`config.mk`:
```
export PLATFORM = sky130hd
export DESIGN_NAME = mux4_scan_ctrl
export DESIGN_NICKNAME = d
export VERILOG_FILES = /design/src/rtl/mux4_scan_ctrl.sv
export SDC_FILE = /design/constraint.sdc
export NUM_CORES = 1
export LEC_CHECK = 0
export ABC_CLOCK_PERIOD_IN_PS = 2300
export CELL_PAD_IN_SITES_DETAIL_PLACEMENT = 1
export CELL_PAD_IN_SITES_GLOBAL_PLACEMENT = 1
export CORE_MARGIN = 2
export CORE_UTILIZATION = 40
export DETAILED_ROUTE_END_ITERATION = 16
export PLACE_DENSITY = 0.82
export SYNTH_ARGS = -nofsm -noshare
export SYNTH_HDL_FRONTEND = slang
export SYNTH_SLANG_ARGS = --single-unit
```
`constraint.sdc`:
```
create_clock -name clk -period 2.3 [get_ports clk]
set_input_delay 0.46 -clock clk [delete_from_list [all_inputs] [get_ports clk]]
set_output_delay 0.46 -clock clk [all_outputs]
set_load 0.01 [all_outputs]
```
`src/rtl/mux4_scan_ctrl.sv`:
```
// Scan controller for a 4:1 mux: steps the c1/c0 select through d0..d3 and captures y into a 4-bit frame.
// Optional MUX4_SCAN_CONTINUOUS_EN lets DONE restart a new frame directly when start is still high.
module mux4_scan_ctrl #(
  parameter int DIV   = 4,
  parameter int CNT_W = 8
) (
  input  logic       clk,
  input  logic       rst_n,
  input  logic       start,
  input  logic       y,
  output logic       c1,
  output logic       c0,
  output logic       busy,
  output logic       done,
  output logic [3:0] sample,
  output logic [3:0] changed
);

  // state | meaning
  // IDLE  | waiting for start, select parked at 00
  // SCAN  | holding each channel DIV cycles, y captured on its last dwell cycle
  // DONE  | one-cycle done pulse, frame result already visible
  typedef enum logic [1:0] {IDLE, SCAN, DONE} state_t;

  localparam logic [CNT_W-1:0] LAST = CNT_W'(DIV - 1);

  state_t           state_q, state_d;
  logic [CNT_W-1:0] cnt_q, cnt_d;
  logic [1:0]       ch_q, ch_d;
  logic [3:0]       shadow_q, shadow_d;
  logic [3:0]       sample_q, sample_d;
  logic [3:0]       changed_q, changed_d;
  logic             busy_q, busy_d;
  logic             done_q, done_d;

  always_ff @(posedge clk or negedge rst_n) begin
    if (!rst_n) begin
      state_q   <= IDLE;
      cnt_q     <= '0;
      ch_q      <= 2'b00;
      shadow_q  <= 4'b0000;
      sample_q  <= 4'b0000;
      changed_q <= 4'b0000;
      busy_q    <= 1'b0;
      done_q    <= 1'b0;
    end else begin
      state_q   <= state_d;
      cnt_q     <= cnt_d;
      ch_q      <= ch_d;
      shadow_q  <= shadow_d;
      sample_q  <= sample_d;
      changed_q <= changed_d;
      busy_q    <= busy_d;
      done_q    <= done_d;
    end
  end

  // The frame result is loaded on the same edge that captures channel 3, so it
  // is already valid in the cycle done is high.
  always_comb begin
    state_d   = state_q;
    cnt_d     = cnt_q;
    ch_d      = ch_q;
    shadow_d  = shadow_q;
    sample_d  = sample_q;
    changed_d = changed_q;
    busy_d    = 1'b0;
    done_d    = 1'b0;
    case (state_q)
      IDLE: begin
        ch_d = 2'b00;
        if (start) begin
          state_d = SCAN;
          cnt_d   = '0;
          busy_d  = 1'b1;
        end
      end
      SCAN: begin
        busy_d = 1'b1;
        if (cnt_q == LAST) begin
          cnt_d          = '0;
          shadow_d[ch_q] = y;
          if (ch_q == 2'd3) begin
            state_d   = DONE;
            ch_d      = 2'b00;
            busy_d    = 1'b0;
            done_d    = 1'b1;
            sample_d  = shadow_d;
            changed_d = shadow_d ^ sample_q;
          end else begin
            ch_d = ch_q + 2'd1;
          end
        end else begin
          cnt_d = cnt_q + 1'b1;
        end
      end
      DONE: begin
        ch_d = 2'b00;
`ifdef MUX4_SCAN_CONTINUOUS_EN
        if (start) begin
          state_d = SCAN;
          cnt_d   = '0;
          busy_d  = 1'b1;
        end else begin
          state_d = IDLE;
        end
`else
        state_d = IDLE;
`endif
      end
      default: begin
        state_d = IDLE;
        ch_d    = 2'b00;
      end
    endcase
  end

  assign c1      = ch_q[1];
  assign c0      = ch_q[0];
  assign busy    = busy_q;
  assign done    = done_q;
  assign sample  = sample_q;
  assign changed = changed_q;

endmodule

```
==> impl_results.md, run 1 <==
* Post-Syn Area at 1290 µm²
* Final #Nets at 140
* Skew-Pair Late Insertion Delay at 340 ps
* # rows at 20
* RSZ-0062 raised after global routing: false
* Die area at 3700 µm²
* First-pass GRT wire length at 4.71 mm
* Die Wd at 60.8 µm
* Maximum root-to-sink buffer count at 2
* Setup crit end kind: register
* Most frequent cells in the layout: dfrtp_1, mux2_2, clkdlybuf4s50_1
* Fillcell total at 333
* CTS resizes at 0
* Syn avg cell area at 11.6 µm²
* Simple-gate portion of the synthesized area at 16.8%
* Final Critical Period at 1900 ps
* Startpoint types: register
* Initial DRC Count at 22
* GRT overflow at 0
* Diode count at 0
* IO buf count at 15
* Initial antenna violation count at 0
* Setup Skew at 7.41 ps
* Most common cell after layout, fill and taps aside: dfrtp_1
* Clk root buf: clkbuf_4
* Largest family of logic cells by synthesized area: simple AND/OR/NAND/NOR gates
* Placeable Area at 3050 µm²
* Distinct cells, synth at 32
* CTS buffer count at 3
* Die Ht at 60.8 µm
* Yosys warning count at 0
* Footprint of the multi-input gates at 626 µm²
* CTS sink count at 25
* Worst slew margin at 67.7%
* Worst EP required at 2510 ps
* Tightest Pin Transition at 480 ps
* First-pass iteration count of the detailed router at 3
* Register Area at 626 µm²
* Synth-to-layout area growth at 19.1%
* Util after Layout at 50.4%
* Largest net degree at the start of global routing at 26
* Setup TNS at 0 ps
* Hpwl dp at 2.03 mm
* Via count at 955
* CTS tree: done
* DRC at 0
* Endpoints failing hold at 0
* Hold Crit Class: in -> async
* Ports at 16
* Antenna Violating Nets Remaining at 0
* Layout cells sized above 1 at 21.5%
* Critical path arrival at 2110 ps
* H-tree depth at 1
* Max Fclk at 526 MHz
* Crit-path max FO at 5
* Peak VDD IR at 0.435 mV
* Post-Synth Adder-Cell Area at 4.84%
* Routed WL per cell at 16.0 µm
* Post-synthesis xor/xnor area fraction at 2.71%
* Starting density of the core at 42.3%
* Final period util at 82.7%
* P_leak at 0.000677 µW
* Syn nets at 120
* Final setup viols at 0
* Pwr per Cell Area at 930 nW/µm²
* Routed WL at 2.79 mm
* CTS clk-pin slew, worst paths at 150 ps
* Seq/Total Area, Yosys at 48.4%
* Status: finished clean
* Vias per cell at 5.49
* MaxCap Viol Count at 0
* Synthesized instance count at 111
* Post-CTS setup buffers at 0
* GRT Total Usage at 17.8%
* Yosys reg bits at 25
* Slew Viols, Final at 0
* Final GP Congestion at 0.831
* # hold bufs at CTS at 0
* Complex-gate fraction of the synthesized area at 10.9%
* Fraction of synthesized area in multiplexers at 13.1%
* Setup Crit Path Kind: reg -> reg
* Vias in the first global route at 979
## cell usage after synthesis (all sizes together)
cell type	count	share of area [%]
nor2	1	0.29
a22oi	1	0.58
nand2	6	1.7
ha	5	4.8
dfrtp	25	48
or3	3	1.5
nor4b	1	1.8
nand2b	1	0.48
nand4	2	0.97
buf	1	0.87
and3b	1	0.68
xor2	4	2.7
a21oi	3	1.2
a2bb2oi	1	0.68
clkbuf	4	1.2
or4b	1	1.1
a22o	3	2.0
nand3	5	1.9
a32oi	1	0.68
o211ai	2	1.2
or4	1	0.58
o21bai	1	0.58
nor2b	3	1.5
mux2	15	13
and4	3	2.0
o21ai	7	2.7
nor3	2	1.2
a41oi	2	1.4
inv	4	1.2
nand3b	2	1.2
## cells by family (layout without fill, tap and decap cells)
family / count (synthesis) / count (layout)
multiplexers: 15 / 15
flip-flops: 25 / 25
XOR/XNOR: 4 / 4
adder cells (fa/ha/maj): 5 / 5
AND/OR/NAND/NOR: 32 / 32
AO/OA/AOI/OAI: 21 / 21
buffers and inverters: 9 / 28
## layer usage
metal	vias up	routed length (µm)	GRT usage [%]
met5	-	0	0
met4	0	59	8.39
met3	5	60	2.56
met2	10	1400	29.2
met1	492	1280	23.2
li1	448	-	-
## critical path, stage by stage, from the launching register on
cell,delay [ps]
dfrtp_1,420
ha_1,240
or4b_4,490
o21ai_0,430
o211ai_1,180
## state kept, by name, indices dropped and copies added (netlist names)
name	cells
shadow_q	3
done	1
sample	4
busy	1
cnt_q	8
changed	4
state_q	2
ch_q	2
## path summary, 6_finish.rpt
path	endpoint	cells past startpoint	start	slack, ps
worst min-delay path	state_q[0]	2	rst_n	460
max in group asynchronous	sample[1]	2	rst_n	1600
worst max register to register	cnt_q[7]	4	cnt_q[0]	400
worst max-delay path	cnt_q[7]	4	cnt_q[0]	400
min in group clk	shadow_q[1]	1	shadow_q[1]	530
worst min register to register	shadow_q[1]	1	shadow_q[1]	530
## cell type report
| class | count | area share, % |
|---|---|---|
| sequential | 25 | 40.7 |
| multi-input combinational | 77 | 40.7 |
| timing repair buffer | 20 | 12.2 |
| tap | 44 | 3.58 |
| clock buffer | 3 | 1.46 |
| inverter | 4 | 0.976 |
| clock inverter | 1 | 0.488 |
## per-stage QoR
step                cells  hold slack [ps]  total power, µW  area (µm²)  setup slack, ps
finish                174              457             1430        1540              398
detailed placement    170              499             1220        1510              382
CTS                   174              464             1440        1540              390
global placement      170              487             1180        1510              466
floorplan             111              164             1050        1290              567
global route          174              491             1540        1540              226
## where the power goes
group / switching [µW] / total (µW) / leakage [µW] / internal (µW)
Sequential: 181 / 726 / 0.000317 / 544
Combinational: 223 / 490 / 0.000346 / 268
Clock: 148 / 215 / 0.0000139 / 66.9
No activity file was read; power rests on OpenSTA's default activity.
==> run 2, diff against run 1 <==
==> config.mk (replaced) <==
export PLATFORM = sky130hd
export DESIGN_NAME = mux4_scan_ctrl
export DESIGN_NICKNAME = d
export VERILOG_FILES = /design/src/rtl/mux4_scan_ctrl.sv
export SDC_FILE = /design/constraint.sdc
export NUM_CORES = 1
export LEC_CHECK = 0
export ABC_CLOCK_PERIOD_IN_PS = 1700
export CELL_PAD_IN_SITES_DETAIL_PLACEMENT = 1
export CELL_PAD_IN_SITES_GLOBAL_PLACEMENT = 1
export CORE_MARGIN = 2
export CORE_UTILIZATION = 39
export DETAILED_ROUTE_END_ITERATION = 16
export PLACE_DENSITY = 0.83
export SYNTH_ARGS = -nofsm -noshare
export SYNTH_HDL_FRONTEND = slang
export SYNTH_SLANG_ARGS = --single-unit
==> constraint.sdc (replaced) <==
create_clock -name clk -period 1.7 [get_ports clk]
set_input_delay 0.34 -clock clk [delete_from_list [all_inputs] [get_ports clk]]
set_output_delay 0.34 -clock clk [all_outputs]
set_load 0.01 [all_outputs]
==> impl_results.md, run 2 (same netlist as run 1, synthesis figures left out) <==
* Initial antenna violation count at 0
* Routed WL per cell at 17.1 µm
* Final #Nets at 152
* Final Critical Period at 1730 ps
* Switching power at 795 µW
* Endpoints failing hold at 0
* Tightest Pin Transition at 336 ps
* Most frequent cells in the layout: dfrtp_1, buf_4, mux2_2
* Die area at 3790 µm²
* Skew-Pair Late Insertion Delay at 340 ps
* Hpwl dp at 2.31 mm
* Maximum root-to-sink buffer count at 2
* Setup crit end kind: register
* Diode count at 0
* Max Fclk at 577 MHz
* Setup ws final at -32.7 ps
* Final period util at 102%
* H-tree depth at 1
* Failing checks: negative setup slack
* # rows at 20
* Final GP Congestion at 0.727
* P_leak at 0.000759 µW
* First-pass GRT wire length at 5.37 mm
* CTS sink count at 25
* Slew Viols, Final at 0
* Worst slew margin at 77.6%
* # hold bufs at CTS at 0
* First-pass iteration count of the detailed router at 4
* Peak VDD IR at 0.481 mV
* Vias in the first global route at 1050
* Placeable Area at 3100 µm²
* Seq pwr share at 43.4%
* Initial DRC Count at 14
* Critical path arrival at 2000 ps
* Layout cells sized above 1 at 30.3%
* MaxCap Viol Count at 0
* Worst reg-to-reg path cell count at 4
* Internal power at 1310 µW
* Clk root buf: clkbuf_4
* Via count at 1013
* RSZ-0062 raised after global routing: true
* Status: finished with violations
* Most common cell after layout, fill and taps aside: dfrtp_1
* Worst EP required at 1970 ps
* Synth-to-layout area growth at 26.7%
* Setup Skew at 7.12 ps
* Largest register FFs at 8
* Antenna Violating Nets Remaining at 0
* CTS tree: done
* IO buf count at 15
* Ports at 16
* Hold Crit Class: in -> async
* Vias per cell at 5.45
* Hold_ws at 345 ps
* Crit-path max FO at 4
* Die Wd at 61.6 µm
* Combinational fraction of design power at 43.0%
* Starting density of the core at 41.7%
* Die Ht at 61.6 µm
* Biggest register: cnt_q
* Startpoint types: register
* CTS buffer count at 3
* GRT overflow at 0
* Pwr per Cell Area at 1280 nW/µm²
* Final setup viols at 1
* Routed WL at 3.18 mm
* DRC at 0
* Sw frac at 37.8%
* Place WS at -37.5 ps
* Clk network pwr share at 13.6%
* Largest net degree at the start of global routing at 26
* Setup Crit Path Kind: reg -> reg
* CTS clk-pin slew, worst paths at 150 ps
* GRT Total Usage at 19.8%
run 2: final cells by class:
cell class,instances,area [µm²]
Inverter,4,17.5
Timing Repair Buffer,32,279
Clock buffer,3,22.5
Clock inverter,1,5.00
Sequential cell,25,627
Tap cell,44,55.1
Multi-Input combinational cell,77,632
Fill cell,353,1470
run 2: worst max-delay path, stage by stage, from the launching register on:
cell and delay, ps:
dfrtp_1 390, ha_2 200, or4b_4 500, or4_4 430
a21oi_1 150
run 2: routing by layer:
| metal | wire, µm | vias to the layer above | global-route usage, % | share of wire [%] |
|---|---|---|---|---|
| li1 | - | 475 | - | - |
| met5 | 0 | - | 0 | 0 |
| met4 | 132 | 0 | 12.2 | 4.1 |
| met2 | 1500 | 23 | 29.5 | 47 |
| met3 | 106 | 11 | 2.31 | 3.3 |
| met1 | 1450 | 504 | 27.5 | 45 |
run 2: what timing repair did:
action,in CTS,in global routing
setup buffers,1,1
pin swaps,1,1
gates cloned,0,0
gates resized for setup,2,4
endpoints found under the setup margin,6,15
run 2: power by group through the flow:
stage / clock, µW / sequential (µW) / combinational (µW)
finish: 285 / 914 / 905
global route: 309 / 943 / 1010
CTS: 287 / 912 / 895
detailed placement: 0 / 922 / 873
global placement: 0 / 907 / 814
floorplan: 0 / 897 / 529
run 2: worst paths after layout:
| kind | start | end | slack, ps |
|---|---|---|---|
| hold reg to reg | changed[3] | changed[3] | 530 |
| hold / removal | rst_n | cnt_q[6] | 340 |
| setup reg to reg | cnt_q[1] | ch_q[0] | -30 |
| max in group asynchronous | rst_n | ch_q[0] | 1090 |
| min in group clk | changed[3] | changed[3] | 530 |
| setup / recovery | cnt_q[1] | ch_q[0] | -30 |
run 2: per-stage QoR:
stage	util [%]	total power (µW)	area, µm²	std cells	setup TNS [ps]
2_1_floorplan	-	1430	1290	111	0
3_3_place_gp	51.1	1720	1590	180	0
3_5_place_dp	51.1	1790	1590	180	-62.6
4_1_cts	52.2	2090	1620	185	-8.59
5_1_grt	52.8	2260	1640	186	-281
6_report	52.8	2100	1640	186	-32.7
